**src/rtl/lsu_axi_bridge_if.sv**
```systemverilog
// ---------------------------------------------------------------------------
// lsu_axi_bridge_if
//
// Bundles the two buses seen by lsu_axi_bridge:
//   io_*  : single-beat request/response interface from the load/store unit.
//   m_*   : AXI4-Lite master channels (AW, W, B, AR, R).
//   dbg_* : captured request fields that have no effect on the bus.
//
// Modports:
//   master : the bridge itself (LSU-side responder, AXI master).
//   slave  : the environment (LSU as requester, AXI slave as responder).
// ---------------------------------------------------------------------------
interface lsu_axi_bridge_if #(
  parameter int ADDR_W = 32,
  parameter int DATA_W = 32
) ();

  localparam int STRB_W = DATA_W / 8;

  // LSU side
  logic              io_reqValid;
  logic              io_respValid;
  logic [ADDR_W-1:0] io_addr;
  logic [DATA_W-1:0] io_wdata;
  logic [STRB_W-1:0] io_wmask;
  logic [1:0]        io_size;
  logic              io_wen;
  logic [DATA_W-1:0] io_rdata;
  logic              io_err;

  // Debug view of the captured request
  logic [1:0]        dbg_size;
  logic              dbg_wen;

  // AXI4-Lite write address / data / response
  logic [ADDR_W-1:0] m_awaddr;
  logic              m_awvalid;
  logic              m_awready;
  logic [DATA_W-1:0] m_wdata;
  logic [STRB_W-1:0] m_wstrb;
  logic              m_wvalid;
  logic              m_wready;
  logic [1:0]        m_bresp;
  logic              m_bvalid;
  logic              m_bready;

  // AXI4-Lite read address / data
  logic [ADDR_W-1:0] m_araddr;
  logic              m_arvalid;
  logic              m_arready;
  logic [DATA_W-1:0] m_rdata;
  logic [1:0]        m_rresp;
  logic              m_rvalid;
  logic              m_rready;

  modport master (
    input  io_reqValid, io_addr, io_wdata, io_wmask, io_size, io_wen,
    output io_respValid, io_rdata, io_err,
    output dbg_size, dbg_wen,
    output m_awaddr, m_awvalid, input m_awready,
    output m_wdata, m_wstrb, m_wvalid, input m_wready,
    input  m_bresp, m_bvalid, output m_bready,
    output m_araddr, m_arvalid, input m_arready,
    input  m_rdata, m_rresp, m_rvalid, output m_rready
  );

  modport slave (
    output io_reqValid, io_addr, io_wdata, io_wmask, io_size, io_wen,
    input  io_respValid, io_rdata, io_err,
    input  dbg_size, dbg_wen,
    input  m_awaddr, m_awvalid, output m_awready,
    input  m_wdata, m_wstrb, m_wvalid, output m_wready,
    output m_bresp, m_bvalid, input m_bready,
    input  m_araddr, m_arvalid, output m_arready,
    output m_rdata, m_rresp, m_rvalid, input m_rready
  );

endinterface

```
**src/rtl/lsu_axi_bridge.sv**
```systemverilog
// ---------------------------------------------------------------------------
// lsu_axi_bridge
//
// Converts each single-beat LSU request into exactly one AXI4-Lite master
// transaction, one transaction outstanding at a time. Read data and a
// one-cycle completion pulse (with error flag) are returned to the LSU.
//
// Ports:
//   clock : system clock.
//   reset : synchronous, active-high reset.
//   bus   : lsu_axi_bridge_if.master - LSU io_* signals, AXI m_* channels
//           and the dbg_* view of the captured request.
//
// Transaction flow:
//   IDLE -> WR -> WR_RESP -> DONE -> IDLE        (write)
//   IDLE -> RD_ADDR -> RD_DATA -> DONE -> IDLE   (read)
// All valid/ready/response outputs are registered; AXI addresses are the
// word-aligned captured request address.
// ---------------------------------------------------------------------------
module lsu_axi_bridge #(
  parameter int ADDR_W = 32,
  parameter int DATA_W = 32
) (
  input logic             clock,
  input logic             reset,
  lsu_axi_bridge_if.master bus
);

  localparam int STRB_W = DATA_W / 8;

  typedef enum logic [2:0] {
    S_IDLE,
    S_WR,
    S_WR_RESP,
    S_RD_ADDR,
    S_RD_DATA,
    S_DONE
  } state_t;

  state_t state;

  // Captured request. Only the word address is kept: the bus always sees
  // word-aligned addresses and the LSU handles the byte offset.
  logic [ADDR_W-1:2] addr_q;
  logic [DATA_W-1:0] wdata_q;
  logic [STRB_W-1:0] wmask_q;
  logic              wen_q;
  logic [1:0]        size_q;

  // Write-phase progress: AW and W complete independently.
  logic aw_done;
  logic w_done;

  // Registered bus / response outputs
  logic              awvalid_q;
  logic              wvalid_q;
  logic              arvalid_q;
  logic              bready_q;
  logic              rready_q;
  logic              resp_valid_q;
  logic              err_q;
  logic [DATA_W-1:0] rdata_q;

  logic aw_hs;
  logic w_hs;

  assign aw_hs = awvalid_q && bus.m_awready;
  assign w_hs  = wvalid_q  && bus.m_wready;

  // NOTE: every register, including the capture registers, is cleared by the
  // synchronous reset so a mid-transaction reset leaves no stale payload or
  // pending valid behind.
  always_ff @(posedge clock) begin
    if (reset) begin
      state        <= S_IDLE;
      addr_q       <= '0;
      wdata_q      <= '0;
      wmask_q      <= '0;
      wen_q        <= 1'b0;
      size_q       <= '0;
      aw_done      <= 1'b0;
      w_done       <= 1'b0;
      awvalid_q    <= 1'b0;
      wvalid_q     <= 1'b0;
      arvalid_q    <= 1'b0;
      bready_q     <= 1'b0;
      rready_q     <= 1'b0;
      resp_valid_q <= 1'b0;
      err_q        <= 1'b0;
      rdata_q      <= '0;
    end else begin
      // NOTE: non-blocking assignments throughout; the completion pulse is
      // defaulted low here and only raised on the cycle entering DONE.
      resp_valid_q <= 1'b0;

      case (state)
        S_IDLE: begin
          if (bus.io_reqValid) begin
            addr_q  <= bus.io_addr[ADDR_W-1:2];
            wdata_q <= bus.io_wdata;
            wmask_q <= bus.io_wmask;
            wen_q   <= bus.io_wen;
            size_q  <= bus.io_size;
            aw_done <= 1'b0;
            w_done  <= 1'b0;
            if (bus.io_wen) begin
              awvalid_q <= 1'b1;
              wvalid_q  <= 1'b1;
              state     <= S_WR;
            end else begin
              arvalid_q <= 1'b1;
              state     <= S_RD_ADDR;
            end
          end
        end

        S_WR: begin
          if (aw_hs) begin
            awvalid_q <= 1'b0;
            aw_done   <= 1'b1;
          end
          if (w_hs) begin
            wvalid_q <= 1'b0;
            w_done   <= 1'b1;
          end
          // Either channel may finish first, or both in the same cycle.
          if ((aw_done || aw_hs) && (w_done || w_hs)) begin
            bready_q <= 1'b1;
            state    <= S_WR_RESP;
          end
        end

        S_WR_RESP: begin
          if (bready_q && bus.m_bvalid) begin
            bready_q     <= 1'b0;
            err_q        <= (bus.m_bresp != 2'b00);
            resp_valid_q <= 1'b1;
            state        <= S_DONE;
          end
        end

        S_RD_ADDR: begin
          if (arvalid_q && bus.m_arready) begin
            arvalid_q <= 1'b0;
            rready_q  <= 1'b1;
            state     <= S_RD_DATA;
          end
        end

        S_RD_DATA: begin
          if (rready_q && bus.m_rvalid) begin
            rready_q     <= 1'b0;
            rdata_q      <= bus.m_rdata;
            err_q        <= (bus.m_rresp != 2'b00);
            resp_valid_q <= 1'b1;
            state        <= S_DONE;
          end
        end

        // The pulse is visible during DONE; a held io_reqValid is ignored
        // here and only re-examined once back in IDLE.
        S_DONE: state <= S_IDLE;

        default: state <= S_IDLE;
      endcase
    end
  end

  assign bus.m_awaddr  = {addr_q, 2'b00};
  assign bus.m_awvalid = awvalid_q;
  assign bus.m_wdata   = wdata_q;
  assign bus.m_wstrb   = wmask_q;
  assign bus.m_wvalid  = wvalid_q;
  assign bus.m_bready  = bready_q;
  assign bus.m_araddr  = {addr_q, 2'b00};
  assign bus.m_arvalid = arvalid_q;
  assign bus.m_rready  = rready_q;

  assign bus.io_respValid = resp_valid_q;
  assign bus.io_rdata     = rdata_q;
  assign bus.io_err       = err_q;

  assign bus.dbg_size = size_q;
  assign bus.dbg_wen  = wen_q;

endmodule

```
**src/flat_wrapper.sv**
```systemverilog
// flat-port wrapper written by rule: the top's interface ports become plain ports
module lsu_axi_bridge_flat 
#(
  parameter int ADDR_W = 32,
  parameter int DATA_W = 32
)
  (clock, reset, bus_io_reqValid, bus_io_addr, bus_io_wdata, bus_io_wmask, bus_io_size, bus_io_wen, bus_io_respValid, bus_io_rdata, bus_io_err, bus_dbg_size, bus_dbg_wen, bus_m_awaddr, bus_m_awvalid, bus_m_awready, bus_m_wdata, bus_m_wstrb, bus_m_wvalid, bus_m_wready, bus_m_bresp, bus_m_bvalid, bus_m_bready, bus_m_araddr, bus_m_arvalid, bus_m_arready, bus_m_rdata, bus_m_rresp, bus_m_rvalid, bus_m_rready);
  lsu_axi_bridge_if #(.ADDR_W(ADDR_W), .DATA_W(DATA_W)) bus_i ();
  input logic clock;
  input logic reset;
  input wire logic [$bits(bus_i.io_reqValid)-1:0] bus_io_reqValid;
  input wire logic [$bits(bus_i.io_addr)-1:0] bus_io_addr;
  input wire logic [$bits(bus_i.io_wdata)-1:0] bus_io_wdata;
  input wire logic [$bits(bus_i.io_wmask)-1:0] bus_io_wmask;
  input wire logic [$bits(bus_i.io_size)-1:0] bus_io_size;
  input wire logic [$bits(bus_i.io_wen)-1:0] bus_io_wen;
  output wire logic [$bits(bus_i.io_respValid)-1:0] bus_io_respValid;
  output wire logic [$bits(bus_i.io_rdata)-1:0] bus_io_rdata;
  output wire logic [$bits(bus_i.io_err)-1:0] bus_io_err;
  output wire logic [$bits(bus_i.dbg_size)-1:0] bus_dbg_size;
  output wire logic [$bits(bus_i.dbg_wen)-1:0] bus_dbg_wen;
  output wire logic [$bits(bus_i.m_awaddr)-1:0] bus_m_awaddr;
  output wire logic [$bits(bus_i.m_awvalid)-1:0] bus_m_awvalid;
  input wire logic [$bits(bus_i.m_awready)-1:0] bus_m_awready;
  output wire logic [$bits(bus_i.m_wdata)-1:0] bus_m_wdata;
  output wire logic [$bits(bus_i.m_wstrb)-1:0] bus_m_wstrb;
  output wire logic [$bits(bus_i.m_wvalid)-1:0] bus_m_wvalid;
  input wire logic [$bits(bus_i.m_wready)-1:0] bus_m_wready;
  input wire logic [$bits(bus_i.m_bresp)-1:0] bus_m_bresp;
  input wire logic [$bits(bus_i.m_bvalid)-1:0] bus_m_bvalid;
  output wire logic [$bits(bus_i.m_bready)-1:0] bus_m_bready;
  output wire logic [$bits(bus_i.m_araddr)-1:0] bus_m_araddr;
  output wire logic [$bits(bus_i.m_arvalid)-1:0] bus_m_arvalid;
  input wire logic [$bits(bus_i.m_arready)-1:0] bus_m_arready;
  input wire logic [$bits(bus_i.m_rdata)-1:0] bus_m_rdata;
  input wire logic [$bits(bus_i.m_rresp)-1:0] bus_m_rresp;
  input wire logic [$bits(bus_i.m_rvalid)-1:0] bus_m_rvalid;
  output wire logic [$bits(bus_i.m_rready)-1:0] bus_m_rready;
  assign bus_i.io_reqValid = bus_io_reqValid;
  assign bus_i.io_addr = bus_io_addr;
  assign bus_i.io_wdata = bus_io_wdata;
  assign bus_i.io_wmask = bus_io_wmask;
  assign bus_i.io_size = bus_io_size;
  assign bus_i.io_wen = bus_io_wen;
  assign bus_io_respValid = bus_i.io_respValid;
  assign bus_io_rdata = bus_i.io_rdata;
  assign bus_io_err = bus_i.io_err;
  assign bus_dbg_size = bus_i.dbg_size;
  assign bus_dbg_wen = bus_i.dbg_wen;
  assign bus_m_awaddr = bus_i.m_awaddr;
  assign bus_m_awvalid = bus_i.m_awvalid;
  assign bus_i.m_awready = bus_m_awready;
  assign bus_m_wdata = bus_i.m_wdata;
  assign bus_m_wstrb = bus_i.m_wstrb;
  assign bus_m_wvalid = bus_i.m_wvalid;
  assign bus_i.m_wready = bus_m_wready;
  assign bus_i.m_bresp = bus_m_bresp;
  assign bus_i.m_bvalid = bus_m_bvalid;
  assign bus_m_bready = bus_i.m_bready;
  assign bus_m_araddr = bus_i.m_araddr;
  assign bus_m_arvalid = bus_i.m_arvalid;
  assign bus_i.m_arready = bus_m_arready;
  assign bus_i.m_rdata = bus_m_rdata;
  assign bus_i.m_rresp = bus_m_rresp;
  assign bus_i.m_rvalid = bus_m_rvalid;
  assign bus_m_rready = bus_i.m_rready;
  lsu_axi_bridge #(.ADDR_W(ADDR_W), .DATA_W(DATA_W)) u_core (.clock(clock), .reset(reset), .bus(bus_i));
endmodule
```
**config.mk**
```make
export PLATFORM = sky130hd
export DESIGN_NAME = lsu_axi_bridge_flat
export DESIGN_NICKNAME = d
export VERILOG_FILES = /design/src/rtl/lsu_axi_bridge_if.sv /design/src/rtl/lsu_axi_bridge.sv /design/src/flat_wrapper.sv
export SDC_FILE = /design/constraint.sdc
export NUM_CORES = 1
export LEC_CHECK = 0
export CAP_MARGIN = 20
export CORE_UTILIZATION = 38
export CTS_CLUSTER_SIZE = 10
export DETAILED_ROUTE_END_ITERATION = 6
export GPL_TIMING_DRIVEN = 0
export HOLD_SLACK_MARGIN = 0.08
export PLACE_DENSITY = 0.88
export SLEW_MARGIN = 25
export SYNTH_ARGS = -nofsm -noshare
export SYNTH_HDL_FRONTEND = slang
export SYNTH_SLANG_ARGS = --single-unit
```
**constraint.sdc**
```tcl
create_clock -name clock -period 2.3 [get_ports clock]
set_input_delay 0.46 -clock clock [delete_from_list [all_inputs] [get_ports clock]]
set_output_delay 0.46 -clock clock [all_outputs]
set_load 0.02 [all_outputs]
```
==> results.yml, run 1 <==
status:
  status: "complete, no violations"
global_routing:
  grt_pass1_wl_um: 20780
  grt_use_met2_pct: 41.64
  grt_start_max_net_pins: 17
  met3_usage_pct: 9.265
  overflow: 0
  antenna_found_initial: 0
  top_usage_layer: "met2"
  grt.total_usage_pct: 23.14
  grt_pass1_vias: 4295
  gr-usage-met1_pct: 23.80
critical_path:
  critPathMaxFanout: 10
  ff2ff_path_depth: 6
  required_ps: 2620
  crit_arrival_ps: 2380
  timing.rr.start: "u_core.state[2]$_SDFFE_PP0P_"
  crit_chain: "clkdlybuf4s50_1 -> or3b_1 -> nor2_2 -> buf_2 -> nand2_1 -> a21oi_1"
  path_buf_inv: 2
  cp_slowest_cell: "clkdlybuf4s50_1"
  cp-start-kind: "primary input"
  crit_type: "primary input to flop"
  reg2reg_to: "u_core.addr_q[7]$_SDFFE_PP0P_"
  reg2reg_slack_ps: 370
  endpoint_kind: "flop"
  cp_slowest_stage_delay_ps: 510
  cp_top_family: "simple AND/OR/NAND/NOR gates"
clocking:
  insertion_delay_ps: 400
  cts-buffers-inserted: 17
  htree_levels: 4
  clockBufferDepth: 2
  cts_tree: "done"
  path_clk_slew_ps: 50
  cts_sinks: 113
  ctsResizeCount: 0
  root_buffer: "clkbuf_16"
  hold_buffers: 0
  post-cts-setup-buffer-count: 0
drt:
  routed-via-count: 4572
  firstDrtPassIters: 4
  initialDrtViolationCount: 189
  drc_errors: 0
  ant_nets: 0
  avgRoutedWirePerCell_um: 14.22
  avgViaCountPerCell: 4.689
  routed_wirelength_um: 13860
die:
  core_um2: 10980
  rows: 38
  io_pins: 257
  die_h_um: 109.1
  initial_utilization_pct: 39.67
  die_w_um: 109.1
  dieArea_um2: 11900
timing:
  tightest_slew_ps: 617.9
  period_share_pct: 89.64
  hold_violations: 0
  skew_ps: 13.35
  setup_viol: 0
  setup_tns_ps: 0
  relSlewSlack_pct: 58.81
  max_freq_mhz: 485.0
  period_needed_ps: 2062
  setup_ws_ps: 238.2
  rsz0062_at_grt: "no"
  slew_viol_final: 0
min_path:
  whs_path_depth: 2
  hp-start: "u_core.bus.io_rdata[14]$_SDFFE_PP0P_"
  hp-class: "flop to flop"
  whs_endpoint: "u_core.bus.io_rdata[14]$_SDFFE_PP0P_"
placement:
  gp_congestion: 0.8049
  dpl.cell_count: 945
  io_buffers: 249
  post-place-ws_ps: -188.6
  hpwl_um: 10380
logic_synthesis:
  seq_area_frac_synth_pct: 51.92
  synthTopCellsByArea: "dfxtp_1 (52%), nand2_1 (18%), a21oi_1 (13%)"
  synth_top_area_cell: "dfxtp_1"
  synth_seq_cells: 113
  syn_area_per_cell_um2: 7.878
  synth_cells: 553
  synth_top_area_share_pct: 51.92
  synthesis.area_um2: 4357
  ys_types: 33
  ys_warn_count: 0
finish:
  drive_above_1_share_pct: 10.06
  utilization_pct: 68.93
  fin_nets: 939
  insertedDiodeCount: 0
  layout-area-overhead-vs-synth_pct: 73.78
  stdcell_count: 975
power:
  peakVddDrop_uv: 553.8
  p_total_mw: 7.256
  p_per_area_nw_per_um2: 958.4
  leakage_nw: 2.839
job:
  maxCapViolations: 0
metal layers:
metal,routed length (µm),up-vias
met2,7021,177
met5,0,-
met4,221,0
met1,5321,2075
met3,1297,19
li1,-,2301
state kept, by name (all words and copies together) (netlist names):
name,cells
u_core.w_done,1
u_core.bus.m_bready,1
u_core.bus.m_arvalid,1
u_core.bus.dbg_size,2
u_core.bus.m_wdata,32
u_core.bus.dbg_wen,1
u_core.aw_done,1
u_core.state,3
u_core.bus.m_wvalid,1
u_core.bus.io_rdata,32
u_core.bus.io_err,1
u_core.bus.m_awvalid,1
u_core.bus.m_wstrb,4
u_core.addr_q,30
u_core.bus.io_respValid,1
u_core.bus.m_rready,1
worst max-delay path by stage:
stage,startpoint,end,slack (ps),depth (start not counted)
after detailed placement,bus_io_reqValid,u_core.addr_q[10]$_SDFFE_PP0P_,-190,6
final,bus_io_reqValid,u_core.addr_q[7]$_SDFFE_PP0P_,240,6
after floorplan,bus_io_reqValid,u_core.addr_q[18]$_SDFFE_PP0P_,630,7
after global placement,bus_io_reqValid,u_core.addr_q[31]$_SDFFE_PP0P_,-110,6
after CTS,bus_io_reqValid,u_core.addr_q[7]$_SDFFE_PP0P_,210,6
after global routing,bus_io_reqValid,u_core.addr_q[9]$_SDFFE_PP0P_,90,6
stage by stage:
step                hold slack [ps]  cell area [µm²]
detailed placement            445.9             7036
global route                  462.7             7571
global placement              440.7             7036
floorplan                     445.9             4368
CTS                           452.3             7571
finish                        450.9             7571
cells in the final DEF, fill, tap and decap left out, types with 3 or more instances in the layout:
cell type,Yosys,final
a21oi_1,109,109
buf_2,16,16
buf_4,34,34
buf_6,3,3
clkbuf_1,20,21
clkbuf_16,0,17
clkdlybuf4s50_1,0,249
clkinv_2,0,6
conb_1,1,4
dfxtp_1,113,113
mux2i_1,4,4
nand2_1,208,208
nand2b_1,5,5
nand3_1,3,3
nor2_1,8,8
nor3_1,3,3
worst min-delay path, delay by kind of cell, from the launching register on:
family | cells | cell delay [ps]
and+or+nand+nor | 1 | 50
DFF | 1 | 300
AOI/OAI and AO/OA | 1 | 50
kinds of logic (layout without fill, tap and decap cells):
family	Yosys count	after routing	share of synthesized area (%)
and+or+nand+nor	239	239	22.06
AOI/OAI and AO/OA	122	122	14.73
DFF	113	113	51.92
buffers and inverters	74	353	10.28
muxes	4	4	0.9190
other	1	4	0.08607
layout make-up:
cell class,count,area (µm²)
Fill cell,895,3412
Timing Repair Buffer,249,2492
Multi-Input combinational cell,369,1658
Tap cell,140,175.2
Sequential cell,113,2262
Clock inverter,11,92.59
Buffer,73,444.2
Clock buffer,19,442.9
Inverter,1,3.754
cell usage after synthesis:
cell,number
or2_1,1
a211o_1,1
mux2i_1,4
nor2_2,1
o21ai_0,2
a31oi_1,2
or3b_1,1
nor3b_2,1
nor3_1,3
dfxtp_1,113
nor3b_1,1
clkbuf_1,20
nand2b_1,5
nand2_1,208
a311oi_1,1
inv_1,1
nand4_1,1
conb_1,1
o31ai_1,1
a21oi_1,109
a22oi_1,2
nand4b_1,1
and3_1,2
buf_6,3
o211ai_1,2
nand3b_1,1
nor2_1,8
buf_2,16
a41o_1,1
buf_4,34
a221oi_1,1
nor2b_1,2
nand3_1,3
power breakdown:
part | leakage, nW | switching (mW) | internal, mW
registers | 0.921 | 0.155 | 2.23
clock network | 0.264 | 0.877 | 1.49
logic | 1.65 | 1.33 | 1.18
(Power assumes the default switching activity.)
==> inputs of run 2 (changes only) <==
- CORE_MARGIN: unset -> 4
==> results.yml, run 2 (synthesis gave the netlist of run 1 again) <==
status:
  status: "complete, no violations"
critical_path:
  critPathMaxFanout: 10
  crit_path_start: "bus_io_reqValid"
  cp-start-kind: "primary input"
  cp_slowest_cell: "clkdlybuf4s50_1"
  cp_slowest_stage_delay_ps: 520
  crit_chain: "clkdlybuf4s50_1 -> or3b_1 -> nor2_2 -> buf_2 -> nand2_1 -> a21oi_1"
  path_buf_inv: 2
  timing.rr.start: "u_core.state[2]$_SDFFE_PP0P_"
  required_ps: 2610
  reg2reg_to: "u_core.addr_q[3]$_SDFFE_PP0P_"
  reg2reg_slack_ps: 350
  endpoint_kind: "flop"
  cp_top_family: "simple AND/OR/NAND/NOR gates"
  ff2ff_path_depth: 6
  crit_arrival_ps: 2420
  crit_type: "primary input to flop"
power:
  p_per_area_nw_per_um2: 1006
  p_total_mw: 7.723
  leakage_nw: 2.874
  peakVddDrop_uv: 631.0
placement:
  place_area_um2: 7036
  hpwl_um: 11200
  io_buffers: 249
  dpl.cell_count: 945
  gp_congestion: 0.8443
min_path:
  hp-start: "u_core.bus.m_wdata[14]$_SDFFE_PP0P_"
  whs_endpoint: "u_core.bus.m_wdata[14]$_SDFFE_PP0P_"
  whs_path_depth: 2
  hp-class: "flop to flop"
job:
  maxCapViolations: 0
global_routing:
  grt_start_max_net_pins: 17
  grt_pass1_wl_um: 22780
  grt_pass1_vias: 4590
  overflow: 0
  antenna_found_initial: 0
  grt.total_usage_pct: 21.85
die:
  initial_utilization_pct: 39.50
  dieArea_um2: 13240
  io_pins: 257
  die_h_um: 115.1
  rows: 38
  die_w_um: 115.1
  core_um2: 11030
timing:
  rsz0062_at_grt: "no"
  period_needed_ps: 2109
  slew_viol_final: 0
  max_freq_mhz: 474.2
  hold_violations: 0
  tightest_slew_ps: 711.1
  relSlewSlack_pct: 52.59
  setup_viol: 0
  period_share_pct: 91.68
  skew_ps: 9.392
clocking:
  hold_buffers: 0
  ctsResizeCount: 0
  clockBufferDepth: 2
  cts_sinks: 113
  post-cts-setup-buffer-count: 0
  path_clk_slew_ps: 50
  insertion_delay_ps: 400
  cts_tree: "done"
  cts-buffers-inserted: 17
  root_buffer: "clkbuf_16"
  htree_levels: 4
drt:
  routed_wirelength_um: 14890
  ant_nets: 0
  avgRoutedWirePerCell_um: 15.24
  routed-via-count: 4663
  drc_errors: 0
  avgViaCountPerCell: 4.773
  firstDrtPassIters: 4
  initialDrtViolationCount: 258
finish:
  final_cell_mix: "clkdlybuf4s50_1 (249), nand2_1 (208), dfxtp_1 (113)"
  fin_nets: 939
  drive_above_1_share_pct: 10.27
  stdcell_count: 977
  insertedDiodeCount: 0
  layout-area-overhead-vs-synth_pct: 76.13
  post-route-cell-area_um2: 7674
  final_common_cell: "clkdlybuf4s50_1"
[run 2: cell types whose count changed in the layout (fill, tap and decap cells not counted), sizes merged]
cell | previous run | this run
clkinv | 8 | 3
bufinv | 1 | 4
clkbuf | 39 | 40
clkinvlp | 2 | 4
inv | 1 | 2
[run 2: area by class of cell]
type	instances	area, µm²
Multi-Input combinational cell	369	1658
Timing Repair Buffer	249	2492
Fill cell	883	3357
Tap cell	140	175.2
Sequential cell	113	2262
Inverter	1	3.754
Clock buffer	20	456.7
Buffer	73	444.2
Clock inverter	12	181.4
[run 2: worst max path at each step]
stage | end | slack (ps) | cells past startpoint
finish | u_core.addr_q[3]$_SDFFE_PP0P_ | 190 | 6
global placement | u_core.addr_q[7]$_SDFFE_PP0P_ | -200 | 6
detailed placement | u_core.bus.m_wdata[20]$_SDFFE_PP0P_ | -210 | 6
floorplan | u_core.addr_q[18]$_SDFFE_PP0P_ | 630 | 7
CTS | u_core.addr_q[3]$_SDFFE_PP0P_ | 160 | 6
global route | u_core.bus.m_wdata[0]$_SDFFE_PP0P_ | 80 | 6
[run 2: power breakdown]
group | total [mW] | internal [mW] | switching, mW
clock | 2.80 | 1.88 | 0.928
combinational | 2.54 | 1.18 | 1.36
sequential | 2.38 | 2.23 | 0.157
[run 2: stage by stage]
step	setup slack, ps	utilization, %	TNS, ps	hold slack (ps)
final	191.3	69.57	0	451.6
after global routing	75.50	69.57	0	468.6
after CTS	164.0	69.57	0	452.4
after detailed placement	-210.5	63.78	-10940	445.3
after global placement	-199.1	63.78	-11100	440.7
after floorplan	631.2	-	0	445.9
[run 2: routing by layer]
layer / up-vias / wire length (µm) / GRT usage (%)
met1: 2113 / 5536 / 23.67
met2: 219 / 7354 / 38.27
met3: 28 / 1640 / 9.211
met5: - / 0 / 0
met4: 0 / 357 / 7.590
li1: 2303 / - / -
[run 2: tightest hold or removal path, cell delays in order (launching register included)]
cell and delay, ps:
dfxtp_1 300, nand2_1 50, a21oi_1 50
==> inputs of run 3 (changes only) <==
- RECOVER_POWER: unset -> 25
==> results.yml, run 3 (synthesis gave the netlist of run 1 again) <==
global_routing:
  grt_start_max_net_pins: 17
  overflow: 0
  grt.total_usage_pct: 21.85
  antenna_found_initial: 0
  grt_pass1_vias: 4590
  grt_pass1_wl_um: 22780
clocking:
  htree_levels: 4
  path_clk_slew_ps: 50
  post-cts-setup-buffer-count: 0
  hold_buffers: 0
  root_buffer: "clkbuf_16"
  cts-buffers-inserted: 17
  insertion_delay_ps: 390
  cts_tree: "done"
  clockBufferDepth: 2
  ctsResizeCount: 0
  cts_sinks: 113
finish:
  insertedDiodeCount: 0
  drive_above_1_share_pct: 10.27
  stdcell_count: 977
  layout-area-overhead-vs-synth_pct: 76.13
  final_common_cell: "nand2_1"
  fin_nets: 939
  final_cell_mix: "nand2_1 (208), clkdlybuf4s50_1 (198), dfxtp_1 (113)"
die:
  die_w_um: 115.1
  core_um2: 11030
  rows: 38
  io_pins: 257
  initial_utilization_pct: 39.50
  dieArea_um2: 13240
  die_h_um: 115.1
drt:
  avgViaCountPerCell: 4.753
  avgRoutedWirePerCell_um: 15.15
  routed-via-count: 4644
  drc_errors: 0
  ant_nets: 0
  routed_wirelength_um: 14810
  firstDrtPassIters: 4
  initialDrtViolationCount: 259
power:
  switching_share_pct: 31.67
  leakage_nw: 3.034
  p_per_area_nw_per_um2: 1001
  p_seq_share_pct: 31.0
  netSwitchingPower_mw: 2.431
  power_frac_clock_pct: 36.5
  peakVddDrop_uv: 625.4
  internal-power_mw: 5.246
  combPwrFrac_pct: 32.6
placement:
  dpl.cell_count: 945
  hpwl_um: 11200
  io_buffers: 249
  post-place-ws_ps: -210.5
  gp_congestion: 0.8443
timing:
  slew_viol_final: 0
  rsz0062_at_grt: "no"
  setup_viol: 0
  tightest_slew_ps: 688.6
  max_freq_mhz: 467.2
  period_share_pct: 93.06
  relSlewSlack_pct: 54.09
  whs_ps: 449.0
  hold_violations: 0
  skew_ps: 12.24
  setup_tns_ps: 0
  period_needed_ps: 2140
  setup_ws_ps: 159.7
min_path:
  hp-class: "flop to flop"
critical_path:
  critPathMaxFanout: 10
  required_ps: 2610
  cp-start-kind: "primary input"
  crit_arrival_ps: 2450
  crit_type: "primary input to flop"
  endpoint_kind: "flop"
status:
  status: "complete, no violations"
job:
  maxCapViolations: 0
## run 3: power by group through the flow
stage / sequential (mW) / combinational, mW / clock (mW)
global placement: 2.41 / 2.49 / 0
CTS: 2.38 / 2.55 / 2.84
finish: 2.38 / 2.50 / 2.80
detailed placement: 2.42 / 2.53 / 0
global route: 2.41 / 2.70 / 2.95
floorplan: 2.69 / 1.13 / 0
## run 3: per-layer routing
metal | GRT usage (%) | share of wire [%]
met1 | 23.67 | 37
met4 | 7.590 | 2.2
met2 | 38.27 | 50
met3 | 9.211 | 11
met5 | 0 | 0
## run 3: final cells by class
cell class                 count  area (µm²)
multi-input combinational    369        1658
sequential                   113        2262
buffer                        73       444.2
fill                         883        3357
tap                          140       175.2
clock inverter                12       181.4
inverter                       1       3.754
clock buffer                  20       456.7
timing repair buffer         249        2492
## run 3: stage by stage
stage / total power, mW / cell area (µm²) / utilization [%]
floorplan: 3.824 / 4368 / -
global placement: 4.902 / 7036 / 63.78
detailed placement: 4.956 / 7036 / 63.78
CTS: 7.775 / 7674 / 69.57
global route: 8.059 / 7674 / 69.57
finish: 7.678 / 7674 / 69.57
## run 3: critical path, cell delays in order
cell	delay (ps)
clkdlybuf4s50_1	510
or3b_1	410
nor2_2	500
buf_2	330
nand2_1	70
a21oi_1	160
## run 3: worst paths after layout
check,from,endpoint,slack [ps],depth (start not counted)
worst max-delay path,bus_io_reqValid,u_core.addr_q[3]$_SDFFE_PP0P_,160,6
worst min-delay path,u_core.bus.io_rdata[16]$_SDFFE_PP0P_,u_core.bus.io_rdata[16]$_SDFFE_PP0P_,450,2
worst max register to register,u_core.state[2]$_SDFFE_PP0P_,u_core.addr_q[3]$_SDFFE_PP0P_,310,6
worst min register to register,u_core.bus.io_rdata[16]$_SDFFE_PP0P_,u_core.bus.io_rdata[16]$_SDFFE_PP0P_,450,2
